[src/rtl/d8m_seq_pkg.sv]
// Shared types and constants for the D8M camera bring-up sequencer.
// Holds the FSM state encoding, ROM entry layout and timer width.
package d8m_seq_pkg;

  typedef enum logic [3:0] {
    ST_IDLE,
    ST_PWDN,
    ST_RST,
    ST_WAKE,
    ST_FETCH,
    ST_DECODE,
    ST_I2C_WR,
    ST_DELAY,
    ST_DONE,
    ST_ERROR
  } seq_state_t;

  localparam logic [15:0] END_MARK  = 16'hFFFF;
  localparam logic [15:0] DLY_MARK  = 16'hFFFE;
  localparam int unsigned US_PER_MS = 1000;
  localparam int unsigned TMR_W     = 25;

  typedef struct packed {
    logic [15:0] reg_addr;
    logic [7:0]  reg_data;
  } rom_entry_t;

  // Millisecond delay entries are counted by the microsecond timer.
  function automatic logic [TMR_W-1:0] ms_to_us(input logic [7:0] ms);
    return TMR_W'(ms) * TMR_W'(US_PER_MS);
  endfunction

endpackage

[src/rtl/d8m_us_timer.sv]
// Microsecond down-counter: a clk prescaler produces 1 us ticks that decrement
// a loadable count. Loading restarts the prescaler so every interval is exact.
module d8m_us_timer
  import d8m_seq_pkg::*;
#(
  parameter int unsigned CLK_HZ = 50_000_000
) (
  input  logic             clk,
  input  logic             reset_n,
  input  logic             load,
  input  logic [TMR_W-1:0] load_us,
  output logic             expired
);

  localparam int unsigned DIV      = (CLK_HZ / 1_000_000 > 0) ? CLK_HZ / 1_000_000 : 1;
  localparam int unsigned PW       = (DIV > 1) ? $clog2(DIV) : 1;
  localparam logic [PW-1:0] PRE_LAST = PW'(DIV - 1);

  logic [PW-1:0]    r_pre;
  logic [TMR_W-1:0] r_cnt;
  logic             w_tick;

  assign w_tick = (r_pre == PRE_LAST);

  always_ff @(posedge clk or negedge reset_n) begin
    if (!reset_n) begin
      r_pre <= '0;
      r_cnt <= '0;
    end else if (load) begin
      r_pre <= '0;
      r_cnt <= load_us;
    end else if (r_cnt != '0) begin
      if (w_tick) begin
        r_pre <= '0;
        r_cnt <= r_cnt - TMR_W'(1);
      end else begin
        r_pre <= r_pre + PW'(1);
      end
    end
  end

  // Flags the last cycle of the interval so the owner leaves exactly on time.
  assign expired = (r_cnt == '0) || ((r_cnt == TMR_W'(1)) && w_tick);

endmodule

[src/rtl/d8m_bringup_seq.sv]
// D8M camera power-up sequencer: times the pwdn/reset/XCLK pins, then walks
// a config ROM issuing I2C register writes with NACK retry.
module d8m_bringup_seq
  import d8m_seq_pkg::*;
#(
  parameter int unsigned CLK_HZ    = 50_000_000,
  parameter int unsigned PWDN_US   = 1000,
  parameter int unsigned RST_US    = 1000,
  parameter int unsigned WAKE_US   = 20000,
  parameter int unsigned ROM_AW    = 8,
  parameter int unsigned MAX_RETRY = 3,
  parameter logic [6:0]  DEV_ADDR  = 7'h0E
) (
  input  logic              clk,
  input  logic              reset_n,
  input  logic              start,
  output logic [ROM_AW-1:0] rom_addr,
  input  logic [23:0]       rom_data,
  output logic              i2c_req,
  output logic [6:0]        i2c_dev,
  output logic [15:0]       i2c_reg,
  output logic [7:0]        i2c_wdata,
  input  logic              i2c_ack,
  input  logic              i2c_nack,
  output logic              mipi_pwdn_n,
  output logic              mipi_reset_n,
  output logic              xclk_en,
  output logic              busy,
  output logic              done,
  output logic              error,
  output logic [ROM_AW-1:0] err_index
);

  localparam int unsigned       RTY_W    = $clog2(MAX_RETRY + 2);
  localparam logic [ROM_AW-1:0] LAST_IDX = {ROM_AW{1'b1}};
  localparam logic [RTY_W-1:0]  RTY_MAX  = RTY_W'(MAX_RETRY);

  seq_state_t        r_state,    w_state_nxt;
  logic [ROM_AW-1:0] r_rom_addr, w_rom_addr_nxt;
  logic              r_req,      w_req_nxt;
  logic [6:0]        r_dev,      w_dev_nxt;
  logic [15:0]       r_reg,      w_reg_nxt;
  logic [7:0]        r_wdata,    w_wdata_nxt;
  logic              r_pwdn_n,   w_pwdn_n_nxt;
  logic              r_reset_n,  w_reset_n_nxt;
  logic              r_xclk,     w_xclk_nxt;
  logic              r_busy,     w_busy_nxt;
  logic              r_done,     w_done_nxt;
  logic              r_error,    w_error_nxt;
  logic [ROM_AW-1:0] r_err_idx,  w_err_idx_nxt;
  logic [RTY_W-1:0]  r_retry,    w_retry_nxt;
  logic              r_armed;

  rom_entry_t        w_entry;
  logic              w_tmr_load;
  logic [TMR_W-1:0]  w_tmr_us;
  logic              w_tmr_expired;
  logic              w_advance;

  assign w_entry = rom_entry_t'(rom_data);

  d8m_us_timer #(
    .CLK_HZ (CLK_HZ)
  ) u_timer (
    .clk     (clk),
    .reset_n (reset_n),
    .load    (w_tmr_load),
    .load_us (w_tmr_us),
    .expired (w_tmr_expired)
  );

  always_ff @(posedge clk or negedge reset_n) begin
    if (!reset_n) begin
      r_state    <= ST_IDLE;
      r_rom_addr <= '0;
      r_req      <= 1'b0;
      r_dev      <= '0;
      r_reg      <= '0;
      r_wdata    <= '0;
      r_pwdn_n   <= 1'b0;
      r_reset_n  <= 1'b0;
      r_xclk     <= 1'b0;
      r_busy     <= 1'b0;
      r_done     <= 1'b0;
      r_error    <= 1'b0;
      r_err_idx  <= '0;
      r_retry    <= '0;
      r_armed    <= 1'b0;
    end else begin
      r_state    <= w_state_nxt;
      r_rom_addr <= w_rom_addr_nxt;
      r_req      <= w_req_nxt;
      r_dev      <= w_dev_nxt;
      r_reg      <= w_reg_nxt;
      r_wdata    <= w_wdata_nxt;
      r_pwdn_n   <= w_pwdn_n_nxt;
      r_reset_n  <= w_reset_n_nxt;
      r_xclk     <= w_xclk_nxt;
      r_busy     <= w_busy_nxt;
      r_done     <= w_done_nxt;
      r_error    <= w_error_nxt;
      r_err_idx  <= w_err_idx_nxt;
      r_retry    <= w_retry_nxt;
      // Blocks a start pulse that lands on the first edge after reset release.
      r_armed    <= 1'b1;
    end
  end

  always_comb begin
    w_state_nxt    = r_state;
    w_rom_addr_nxt = r_rom_addr;
    w_req_nxt      = r_req;
    w_dev_nxt      = r_dev;
    w_reg_nxt      = r_reg;
    w_wdata_nxt    = r_wdata;
    w_pwdn_n_nxt   = r_pwdn_n;
    w_reset_n_nxt  = r_reset_n;
    w_xclk_nxt     = r_xclk;
    w_busy_nxt     = r_busy;
    w_done_nxt     = r_done;
    w_error_nxt    = r_error;
    w_err_idx_nxt  = r_err_idx;
    w_retry_nxt    = r_retry;
    w_tmr_load     = 1'b0;
    w_tmr_us       = '0;
    w_advance      = 1'b0;

    case (r_state)
      ST_IDLE, ST_DONE, ST_ERROR: begin
        if (start && r_armed) begin
          w_state_nxt    = ST_PWDN;
          w_busy_nxt     = 1'b1;
          w_done_nxt     = 1'b0;
          w_error_nxt    = 1'b0;
          w_xclk_nxt     = 1'b1;
          w_pwdn_n_nxt   = 1'b0;
          w_reset_n_nxt  = 1'b0;
          w_rom_addr_nxt = '0;
          w_dev_nxt      = DEV_ADDR;
          w_tmr_load     = 1'b1;
          w_tmr_us       = TMR_W'(PWDN_US);
        end
      end

      ST_PWDN: begin
        if (w_tmr_expired) begin
          w_pwdn_n_nxt = 1'b1;
          w_tmr_load   = 1'b1;
          w_tmr_us     = TMR_W'(RST_US);
          w_state_nxt  = ST_RST;
        end
      end

      ST_RST: begin
        if (w_tmr_expired) begin
          w_reset_n_nxt = 1'b1;
          w_tmr_load    = 1'b1;
          w_tmr_us      = TMR_W'(WAKE_US);
          w_state_nxt   = ST_WAKE;
        end
      end

      ST_WAKE: begin
        if (w_tmr_expired) begin
          w_state_nxt = ST_FETCH;
        end
      end

      // One cycle for the synchronous ROM to present the addressed entry.
      ST_FETCH: begin
        w_state_nxt = ST_DECODE;
      end

      ST_DECODE: begin
        w_retry_nxt = '0;
        if (w_entry.reg_addr == END_MARK) begin
          w_state_nxt = ST_DONE;
          w_busy_nxt  = 1'b0;
          w_done_nxt  = 1'b1;
        end else if (w_entry.reg_addr == DLY_MARK) begin
          if (w_entry.reg_data == 8'h00) begin
            w_advance = 1'b1;
          end else begin
            w_tmr_load  = 1'b1;
            w_tmr_us    = ms_to_us(w_entry.reg_data);
            w_state_nxt = ST_DELAY;
          end
        end else begin
          w_req_nxt   = 1'b1;
          w_reg_nxt   = w_entry.reg_addr;
          w_wdata_nxt = w_entry.reg_data;
          w_state_nxt = ST_I2C_WR;
        end
      end

      // req low here means the one-cycle gap after a NACK; raise it again.
      ST_I2C_WR: begin
        if (!r_req) begin
          w_req_nxt = 1'b1;
        end else if (i2c_ack) begin
          w_req_nxt = 1'b0;
          if (!i2c_nack) begin
            w_advance = 1'b1;
          end else if (r_retry >= RTY_MAX) begin
            w_state_nxt   = ST_ERROR;
            w_busy_nxt    = 1'b0;
            w_error_nxt   = 1'b1;
            w_err_idx_nxt = r_rom_addr;
          end else begin
            w_retry_nxt = r_retry + RTY_W'(1);
          end
        end
      end

      ST_DELAY: begin
        if (w_tmr_expired) begin
          w_advance = 1'b1;
        end
      end

      default: begin
        w_state_nxt = ST_IDLE;
      end
    endcase

    // Finishing the last ROM slot ends the table rather than wrapping to 0.
    if (w_advance) begin
      if (r_rom_addr == LAST_IDX) begin
        w_state_nxt = ST_DONE;
        w_busy_nxt  = 1'b0;
        w_done_nxt  = 1'b1;
      end else begin
        w_rom_addr_nxt = r_rom_addr + ROM_AW'(1);
        w_state_nxt    = ST_FETCH;
      end
    end
  end

  assign rom_addr     = r_rom_addr;
  assign i2c_req      = r_req;
  assign i2c_dev      = r_dev;
  assign i2c_reg      = r_reg;
  assign i2c_wdata    = r_wdata;
  assign mipi_pwdn_n  = r_pwdn_n;
  assign mipi_reset_n = r_reset_n;
  assign xclk_en      = r_xclk;
  assign busy         = r_busy;
  assign done         = r_done;
  assign error        = r_error;
  assign err_index    = r_err_idx;

endmodule
[config.mk]
export PLATFORM = sky130hd
export DESIGN_NAME = d8m_bringup_seq
export DESIGN_NICKNAME = d
export VERILOG_FILES = /design/src/rtl/d8m_seq_pkg.sv /design/src/rtl/d8m_us_timer.sv /design/src/rtl/d8m_bringup_seq.sv
export SDC_FILE = /design/constraint.sdc
export NUM_CORES = 1
export LEC_CHECK = 0
export CORE_MARGIN = 2
export CORE_UTILIZATION = 50
export DETAILED_ROUTE_END_ITERATION = 8
export PLACE_DENSITY = 0.77
export SYNTH_ARGS = -nofsm -noshare
export SYNTH_HDL_FRONTEND = slang
export SYNTH_SLANG_ARGS = --single-unit
export TNS_END_PERCENT = 100
[constraint.sdc]
create_clock -name clk -period 2.6 [get_ports clk]
set_input_delay 0.39 -clock clk [delete_from_list [all_inputs] [get_ports clk]]
set_output_delay 0.39 -clock clk [all_outputs]
set_load 0.1 [all_outputs]
# Word level (Yosys, flattened, before mapping)
# Index checks and enable logic that the tools add are counted.
[word_totals]
in_bits = 29
elab_cells = 161
out_inout_bits = 54
regBits = 87
[classes]
n_lt_le_gt_ge = 1
bitwise = 2
n_mux = 77
n_mul = 1
reduce_logical = 25
n_eq_ne = 34
add_sub_neg = 4
[ops]
columns = ["cell", "count"]
rows = [
  ["2-to-1 mux 25 bit", 3],
  ["one-hot mux 18 bit (4 select lines)", 1],
  ["2-to-1 mux 18 bit", 3],
  ["2-to-1 mux 4 bit", 13],
  ["2-to-1 mux 1 bit", 33],
  ["equality test 16 bit, second input constant", 2],
  ["2-to-1 mux 8 bit", 4],
  ["one-hot mux 4 bit (8 select lines)", 1],
  ["equality test 25 x 1 -> 1 bit, second input constant", 1],
  ["logical NOT 25 bit", 1],
  ["nonzero test 25 bit", 1],
  ["subtractor 25 x 1 -> 25 bit, second input constant", 1],
  ["2-to-1 mux 10 bit", 2],
  ["2-to-1 mux 6 bit", 3],
  ["inequality test 2 bit, second input constant", 9],
  ["equality test 4 x 3 -> 1 bit, second input constant", 4],
  ["multiplier 8 x 7 -> 15 bit, second input constant", 1],
  ["2-to-1 mux 15 bit", 1],
  ["inequality test 3 bit, second input constant", 5],
  ["2-to-1 mux 3 bit", 4],
  ["AND reduction 3 bit", 4],
  ["nonzero test 2 bit", 6],
  ["one-hot mux 1 bit (2 select lines)", 5],
  ["AND reduction 10 bit", 1],
  ["24 further kinds", 35],
]

# Logic depth before layout (Yosys ltp)
# Gate-level depths: netlist (run 1).
[depth]
ltp_word = 8
depth_mapped = 15
depth_no_buf = 15

# By module
# From an unflattened synthesis (run 1), not the netlist that was laid out.
[unflattened]
hier_cells = 657
hier_area_um2 = 6306.0
[modules_own_cells]
columns = ["module", "seq_area_each_um2", "area_each_um2", "instances", "cells_per_inst"]
rows = [
  ["d8m_bringup_seq", 1376.3, 4247.8, 1, 412],
  ["d8m_us_timer", 775.7, 2058.2, 1, 245],
]

# Worst setup path after synthesis (run 1)
# Ideal clock, no wire load.
[synth_path]
kind = "input -> register"
from = "input port rom_data[1]"
to = "register u_timer.r_cnt[14]"
required_ns = 2.480
setup_slack_ns = -1.389
path_stages = 14
setup_ns = 0.120
t_arrival_ns = 3.869
path_buffers = 0
cell_sequence = "fa_1 -> inv_1 -> fa_1 -> fa_1 -> fa_1 -> inv_1 -> ha_1 -> and3_1 -> a21oi_1 -> a31oi_1 -> xnor2_1 -> nor2_1 -> o32a_1 -> a31o_1"
[synth_via]
elab_chain_len = 7
elab_cells_between_ends = 14
cone_classes = "mul (1); mux (9); reduce/logical (4)"
[synth_rtl]
columns = ["item", "line_no", "rtl"]
rows = [
  ["from (decl)", "d8m_bringup_seq.sv:18", "input logic [23:0] rom_data,"],
  ["parallel branches: the longest is 7 deep, another holds multiplier 8 x 7 -> 15 bit", "n/a", ""],
  ["to (signal assigned)", "d8m_us_timer.sv:31", "r_cnt <= load_us;"],
  ["to (signal assigned)", "d8m_us_timer.sv:35", "r_cnt <= r_cnt - TMR_W'(1);"],
  ["to (decl)", "d8m_us_timer.sv:20", "logic [TMR_W-1:0] r_cnt;"],
]
# Parallel ways; which one is timed is not known.
# A chain may end at the register's enable or synchronous reset.

# Worst setup path in the final report (run 1)
# Same ends and word-level chain as after synthesis.

==> results of run 1 <==
## worst max-delay path, cell delays in order
cell,delay (ns)
buf_8,0.10
buf_6,0.11
fa_2,0.54
xor2_1,0.18
ha_2,0.21
a21oi_2,0.04
fa_1,0.48
fa_1,0.51
inv_2,0.05
ha_4,0.28
and3_4,0.20
a21oi_4,0.04
a31oi_4,0.20
xnor2_1,0.15
nor2_1,0.06
o32a_1,0.29
a31o_1,0.19
## synthesized netlist by cell type (all sizes together) (6+ instances only)
cell	n	area, sq um
nand2b	9	56.3
o21ai	23	115
o211ai	6	50.1
mux2	32	360
and3	8	50.1
inv	44	165
nor4	10	68.8
buf	8	57.6
or3	8	55.1
xor2	17	149
fa	21	420
nor2	46	173
xnor2	15	131
a21oi	29	145
dfrtp	86	2150
nand4	8	50.1
nor3	24	130
ha	49	613
a31oi	6	37.5
nand2	26	97.6
nand3	24	120
clkbuf	14	52.6
## through the flow
| stage | power, mW | TNS, ns | area, sq um |
|---|---|---|---|
| 2_1_floorplan | 5.39 | -8.36 | 5900 |
| 3_3_place_gp | 6.48 | -17.64 | 7250 |
| 3_5_place_dp | 6.60 | -19.90 | 7250 |
| 4_1_cts | 8.48 | -8.93 | 7930 |
| 5_1_grt | 9.20 | -10.87 | 8130 |
| 6_report | 8.78 | -8.88 | 8130 |
## where the power goes
group | switching [mW] | internal, mW
combinational | 3.34 | 1.98
clock | 0.619 | 0.868
sequential | 0.296 | 1.68
total | 4.25 | 4.52
## area by class of cell
cell class                      count  area (sq um)
Fill cell                         737          3240
Timing Repair Buffer              175          1460
Tap cell                          143           179
Clock inverter                      7           115
Clock buffer                        9           225
Sequential cell                    86          2150
Multi-Input combinational cell    429          3830
Inverter                           44           169
## logic make-up after synthesis
logic type | synth area share, %
buffers and inverters | 4.76
adder cells (fa/ha/maj) | 17.9
AND/OR/NAND/NOR | 16.8
other | 0.130
AO/OA/AOI/OAI | 11.6
XOR/XNOR | 4.85
multiplexers | 6.75
flip-flops | 37.2
## worst max-delay path by stage
stage               slack, ns  cells after the start           endpoint         from
global route            -1.30                     17  u_timer.r_cnt[17]  rom_data[1]
detailed placement      -2.02                     15  u_timer.r_cnt[14]  rom_data[2]
floorplan               -1.30                     14  u_timer.r_cnt[14]  rom_data[1]
finish                  -1.17                     17  u_timer.r_cnt[14]  rom_data[1]
global placement        -1.97                     15  u_timer.r_cnt[14]  rom_data[3]
CTS                     -1.18                     15  u_timer.r_cnt[14]  rom_data[1]
## metal layers
| layer | up-vias | GRT usage [%] | part of all wire, % |
|---|---|---|---|
| met5 | - | 0 | 0 |
| met4 | 0 | 7.90 | 1.8 |
| met2 | 139 | 44.9 | 53 |
| met3 | 29 | 4.08 | 4.1 |
| met1 | 2522 | 30.2 | 41 |
| li1 | 2373 | - | - |
## repair_timing
action,CTS,global route
endpoints found under the setup margin,19,31
buffers inserted,9,9
gates resized for setup,72,33
cloned,0,0
endpoints found under the hold margin,0,0
pin swaps,41,28
==> summary.md, run 1 <==
| Metric | Value |
|---|---|
| #FFs+latches synth | `86` |
| Status | `finished with violations` |
| CTS tree | `done` |
| Crit start category | `primary input` |
| Die X | `112 um` |
| Commonest non-fill, non-tap cell in the layout | `buf_4` |
| Post-synth ARST share | `100%` |
| Tightest Hold Check Type | `primary input to async pin` |
| Worst Setup End Kind | `register` |
| Final core occ | `71.5%` |
| DRC viols | `0` |
| RSZ-0062 raised after global routing | `yes` |
| Row count | `39` |
| Worst Setup Slack, final | `-1.17 ns` |
| Post-Syn Area | `5780 sq um` |
| Worst-Margin Slew | `0.613 ns` |
| Post-Place Setup Slack | `-2.02 ns` |
| Area of the core | `11400 sq um` |
| Htree depth | `3` |
| Clk pin slew, worst setup/hold paths | `0.07 ns` |
| DR vias | `5063` |
| Largest net degree at the start of global routing | `48` |
| Ports | `83` |
| Layout Cells excl Fill | `893` |
| Final min period | `3.77 ns` |
| Flop2flop setup slack | `-0.07 ns` |
| Final nets | `844` |
| Clock Path Buffers | `2` |
| Die Area | `12400 sq um` |
| Routability cong. | `0.875` |
| Root buffer cell | `clkbuf_16` |
| Slew HR | `59.1%` |
| Post-DR vias/cell | `5.67` |
| Layout cell share with drive strength beyond 1 | `37.1%` |
| Worst r2r src | `u_timer.r_cnt[15]` |
| Post-Syn Instances | `578` |
| DRT antenna net count | `0` |
| Global-route wire length before repair | `25.2 mm` |
| Area grow syn2layout | `40.5%` |
| Clk_lat worst skew | `0.35 ns` |
| CP arrival | `4.01 ns` |
| Failing checks | `setup timing` |
| DRT iter0 DRCs | `327` |
| Wire per inst | `17.3 um` |
| Power Dens Cells | `1080 nW/um^2` |
| Fin. Hold Viols | `0` |
| Starting Density | `50.9%` |
| Port bufs | `78` |
| WL final | `15.4 mm` |
| Sequential share of the synthesized area | `37.2%` |
| YS warnings | `0` |
| Post-synth EDFFs | `0` |
| Fin. max-slew vios | `0` |
| Avg Inst Size Synth | `10.0 sq um` |
| Reg2Reg Depth | `9` |
| Highest net fanout along the worst path | `4` |
| Die height | `112 um` |
| Part of the cycle the worst path needs | `145%` |
| Critical path class | `primary input to register` |
| Num CTS Buffers | `9` |
| Synth Flop Type | `dfrtp_1` |
| Post-route clock skew | `0.00877 ns` |
| Cts hold-fix bufs | `0` |
| Worst R2R End | `u_timer.r_cnt[10]` |
| Inst Count DP | `861` |
| Vias in the first global route | `5320` |
| Most frequent cells in the layout | `135 x buf_4, 86 x dfrtp_1, 44 x nor2_1` |
| Pre-antenna DRT Iters | `5` |
| Largest register FFs | `25` |
| Max-Cap Viols | `0` |
| Initial antenna violation count | `0` |
| ANT cells | `0` |
| Worst Path Required | `2.84 ns` |
| Static leakage | `3.62 nW` |
| IR drop worst, VDD | `0.000916 V` |
| Clock sink total | `86` |
| Residual overflow from global routing | `0` |
| Highest clock rate | `0.265 GHz` |
| HPWL Detailed | `10.7 mm` |
| Yosys cell types | `61` |
| Setup Viol. Count Final | `14` |
| WHS | `0.0474 ns` |
| Total routing usage reported by global routing | `24.8%` |
Power figures use the tool's default switching activity.
==> run 2, diff against run 1 <==
CAP_MARGIN = 20   (was not set)
==> results of run 2 <==
The final DEF is identical to that of run 1; final timing and power are the same.
==> run 3, diff against run 2 <==
SETUP_SLACK_MARGIN = 0.05   (was not set)
==> summary.md, run 3 (synthesized netlist as in run 1, its figures left out) <==
| Metric | Value |
|---|---|
| Layout cell share with drive strength beyond 1 | `37.4% (+0.28 points)` |
| IR drop worst, VDD | `0.00110 V (+20%)` |
| GR Layer Usage met2 | `42.3% (-2.6 points)` |
| Global routing usage on met1 | `29.9% (-0.28 points)` |
| Logic pwr share | `61.9% (+1.3 points)` |
| Worst R2R End | `u_timer.r_cnt[10]` |
| Critical path class | `primary input to register` |
| Die X | `112 um (unchanged)` |
| GR peak layer | `met2` |
| Largest register FFs | `25 (unchanged)` |
| Post-DR vias/cell | `5.61 (-0.97%)` |
| Pwr Total | `8.67 mW (-1.2%)` |
| Crit path cell chain | `buf_8, buf_6, fa_1, inv_2, fa_1, fa_1, fa_1, inv_2, ha_4, and3_4, a21oi_4, a31oi_4, xnor2_2, nor2_1, o32a_1, a31o_1` |
| Area grow syn2layout | `40.4%` |
| Status | `finished with violations` |
| P_int | `4.43 mW (-2.0%)` |
| Commonest non-fill, non-tap cell in the layout | `buf_4` |
| Post-route clock skew | `0.00963 ns (+0.000857 ns)` |
| Ports | `83 (unchanged)` |
| HPWL Detailed | `10.8 mm (+0.64%)` |
| Vias in the first global route | `5303 (-0.32%)` |
| Worst r2r src | `u_timer.r_cnt[15]` |
| Clock share of power | `15.4% (-1.5 points)` |
| Htree depth | `3 (unchanged)` |
| RSZ-0062 raised after global routing | `yes` |
| Most frequent cells in the layout | `134 x buf_4, 86 x dfrtp_1, 43 x nor2_1` |
| Final nets | `849 (+0.59%)` |
| Clock sink total | `86 (unchanged)` |
| Clk_lat worst skew | `0.36 ns (about the same)` |
| CP bufs+invs | `4 (+1)` |
| Residual overflow from global routing | `0 (unchanged)` |
| Area after DPL | `7310 sq um (+0.85%)` |
| Slew HR | `58.5% (-0.65 points)` |
| Final core occ | `71.4% (-0.077 points)` |
| Worst-Margin Slew | `0.623 ns (+0.00968 ns)` |
| Reg power frac | `22.7% (+0.2 points)` |
| Highest net fanout along the worst path | `3 (-1)` |
| Flop2flop setup slack | `-0.15 ns (-0.08 ns)` |
| Tightest Hold Check Type | `primary input to async pin` |
| Worst Setup Slack, final | `-1.19 ns (-0.0179 ns)` |
| Area of the core | `11400 sq um (unchanged)` |
| Post-route cell area | `8120 sq um (-0.11%)` |
| Met3 Use GR | `4.30% (+0.22 points)` |
| Inst Count DP | `867 (+0.70%)` |
| Layout Cells excl Fill | `898 (+0.56%)` |
| Switching power | `4.24 mW (-0.31%)` |
| Die Area | `12400 sq um (unchanged)` |
| Crit path max-delay family | `adder cells` |
| Die height | `112 um (unchanged)` |
| CTS tree | `done` |
| Highest clock rate | `0.264 GHz (-0.47%)` |
| DRC viols | `0 (unchanged)` |
| ANT cells | `0 (unchanged)` |
| Fin. Hold Viols | `0 (unchanged)` |
| Power Dens Cells | `1070 nW/um^2 (-1.1%)` |
| Crit start category | `primary input` |
| Worst Setup SP | `rom_data[3]` |
| CP arrival | `4.03 ns (+0.02 ns)` |
| Total routing usage reported by global routing | `24.1% (-0.64 points)` |
| Fin. max-slew vios | `0 (unchanged)` |
| Post-Place Setup Slack | `-2.06 ns (-0.0362 ns)` |
| Largest net degree at the start of global routing | `47 (-2.1%)` |
| Final min period | `3.79 ns (+0.0179 ns)` |
| Clock Path Buffers | `2 (unchanged)` |
| Clk pin slew, worst setup/hold paths | `0.07 ns (about the same)` |
| Row count | `39 (unchanged)` |
| Max-Cap Viols | `0 (unchanged)` |
| Global-route wire length before repair | `24.5 mm (-2.7%)` |
| Routability cong. | `0.922 (+5.4%)` |
| Port bufs | `78 (unchanged)` |
| Worst Setup End Kind | `register` |
| Initial antenna violation count | `0 (unchanged)` |
| Num CTS Buffers | `9 (unchanged)` |
| Slowest-stage cell, CP | `fa_1` |
| Worst path most repeated cell | `fa_1` |
| Slowest stage delay, CP | `0.51 ns (-0.03 ns)` |
| Wire per inst | `17.1 um (-0.65%)` |
| Reg2Reg Depth | `10 (+1)` |
| Cts hold-fix bufs | `0 (unchanged)` |
| Worst Path Required | `2.84 ns (about the same)` |
| DRT antenna net count | `0 (unchanged)` |
| Starting Density | `50.9% (unchanged)` |
| DRT iter0 DRCs | `318 (-2.8%)` |
| Setup Viol. Count Final | `16 (+2)` |
| Switch share | `48.9% (+0.43 points)` |
| Pre-antenna DRT Iters | `5 (unchanged)` |
| WL final | `15.4 mm (about the same)` |
| Failing checks | `setup timing` |
| Part of the cycle the worst path needs | `146% (+0.69 points)` |
| Static leakage | `3.65 nW (+0.75%)` |
| Root buffer cell | `clkbuf_16` |
| DR vias | `5042 (-0.41%)` |
-- run 3: cell types whose count changed in the layout (fill, tap and decap cells not counted), moves of 3 or more --
| cell | delta |
|---|---|
| a21oi_2 | +5 |
| buf_6 | +7 |
| nand3_2 | +3 |
| ha_1 | +3 |
| nand3_1 | -3 |
| a21oi_1 | -5 |
-- run 3: cell type report --
class / count / area, sq um
sequential: 86 / 2150
timing repair buffer: 180 / 1510
tap: 143 / 179
inverter: 44 / 169
multi-input combinational: 429 / 3810
clock buffer: 10 / 229
fill: 787 / 3250
clock inverter: 6 / 68.8
-- run 3: metal layers --
metal	part of all wire [%]	vias up
met5	0	-
met4	1.5	0
met3	4.2	15
met2	53	128
met1	41	2520
li1	-	2379
-- run 3: through the flow --
stage / hold WS [ns] / setup TNS [ns]
finish: 0.0504 / -8.73
detailed placement: 0.441 / -18.75
CTS: 0.0646 / -9.45
global placement: 0.437 / -17.09
floorplan: 0.0944 / -8.36
global route: 0.102 / -10.96
-- run 3: power groups by stage --
stage               logic [mW]  registers [mW]  clock network (mW)
global route              5.70            2.01                1.40
global placement          4.54            1.95                   0
finish                    5.37            1.97                1.34
floorplan                 1.95            3.44                   0
detailed placement        4.65            1.98                   0
CTS                       4.86            1.96                1.35
-- run 3: worst max-delay path by stage --
| stage | cells after the start | endpoint |
|---|---|---|
| 3_3_place_gp | 16 | u_timer.r_cnt[14] |
| 6_report | 16 | u_timer.r_cnt[14] |
| 2_1_floorplan | 14 | u_timer.r_cnt[14] |
| 4_1_cts | 16 | u_timer.r_cnt[14] |
| 5_1_grt | 16 | u_timer.r_cnt[14] |
| 3_5_place_dp | 16 | u_timer.r_cnt[14] |
-- run 3: what timing repair did --
| action | CTS | global route |
|---|---|---|
| resized for setup | 49 | 57 |
| setup endpoints to repair | 18 | 35 |
| setup buffers | 6 | 12 |
| pin swaps | 26 | 48 |
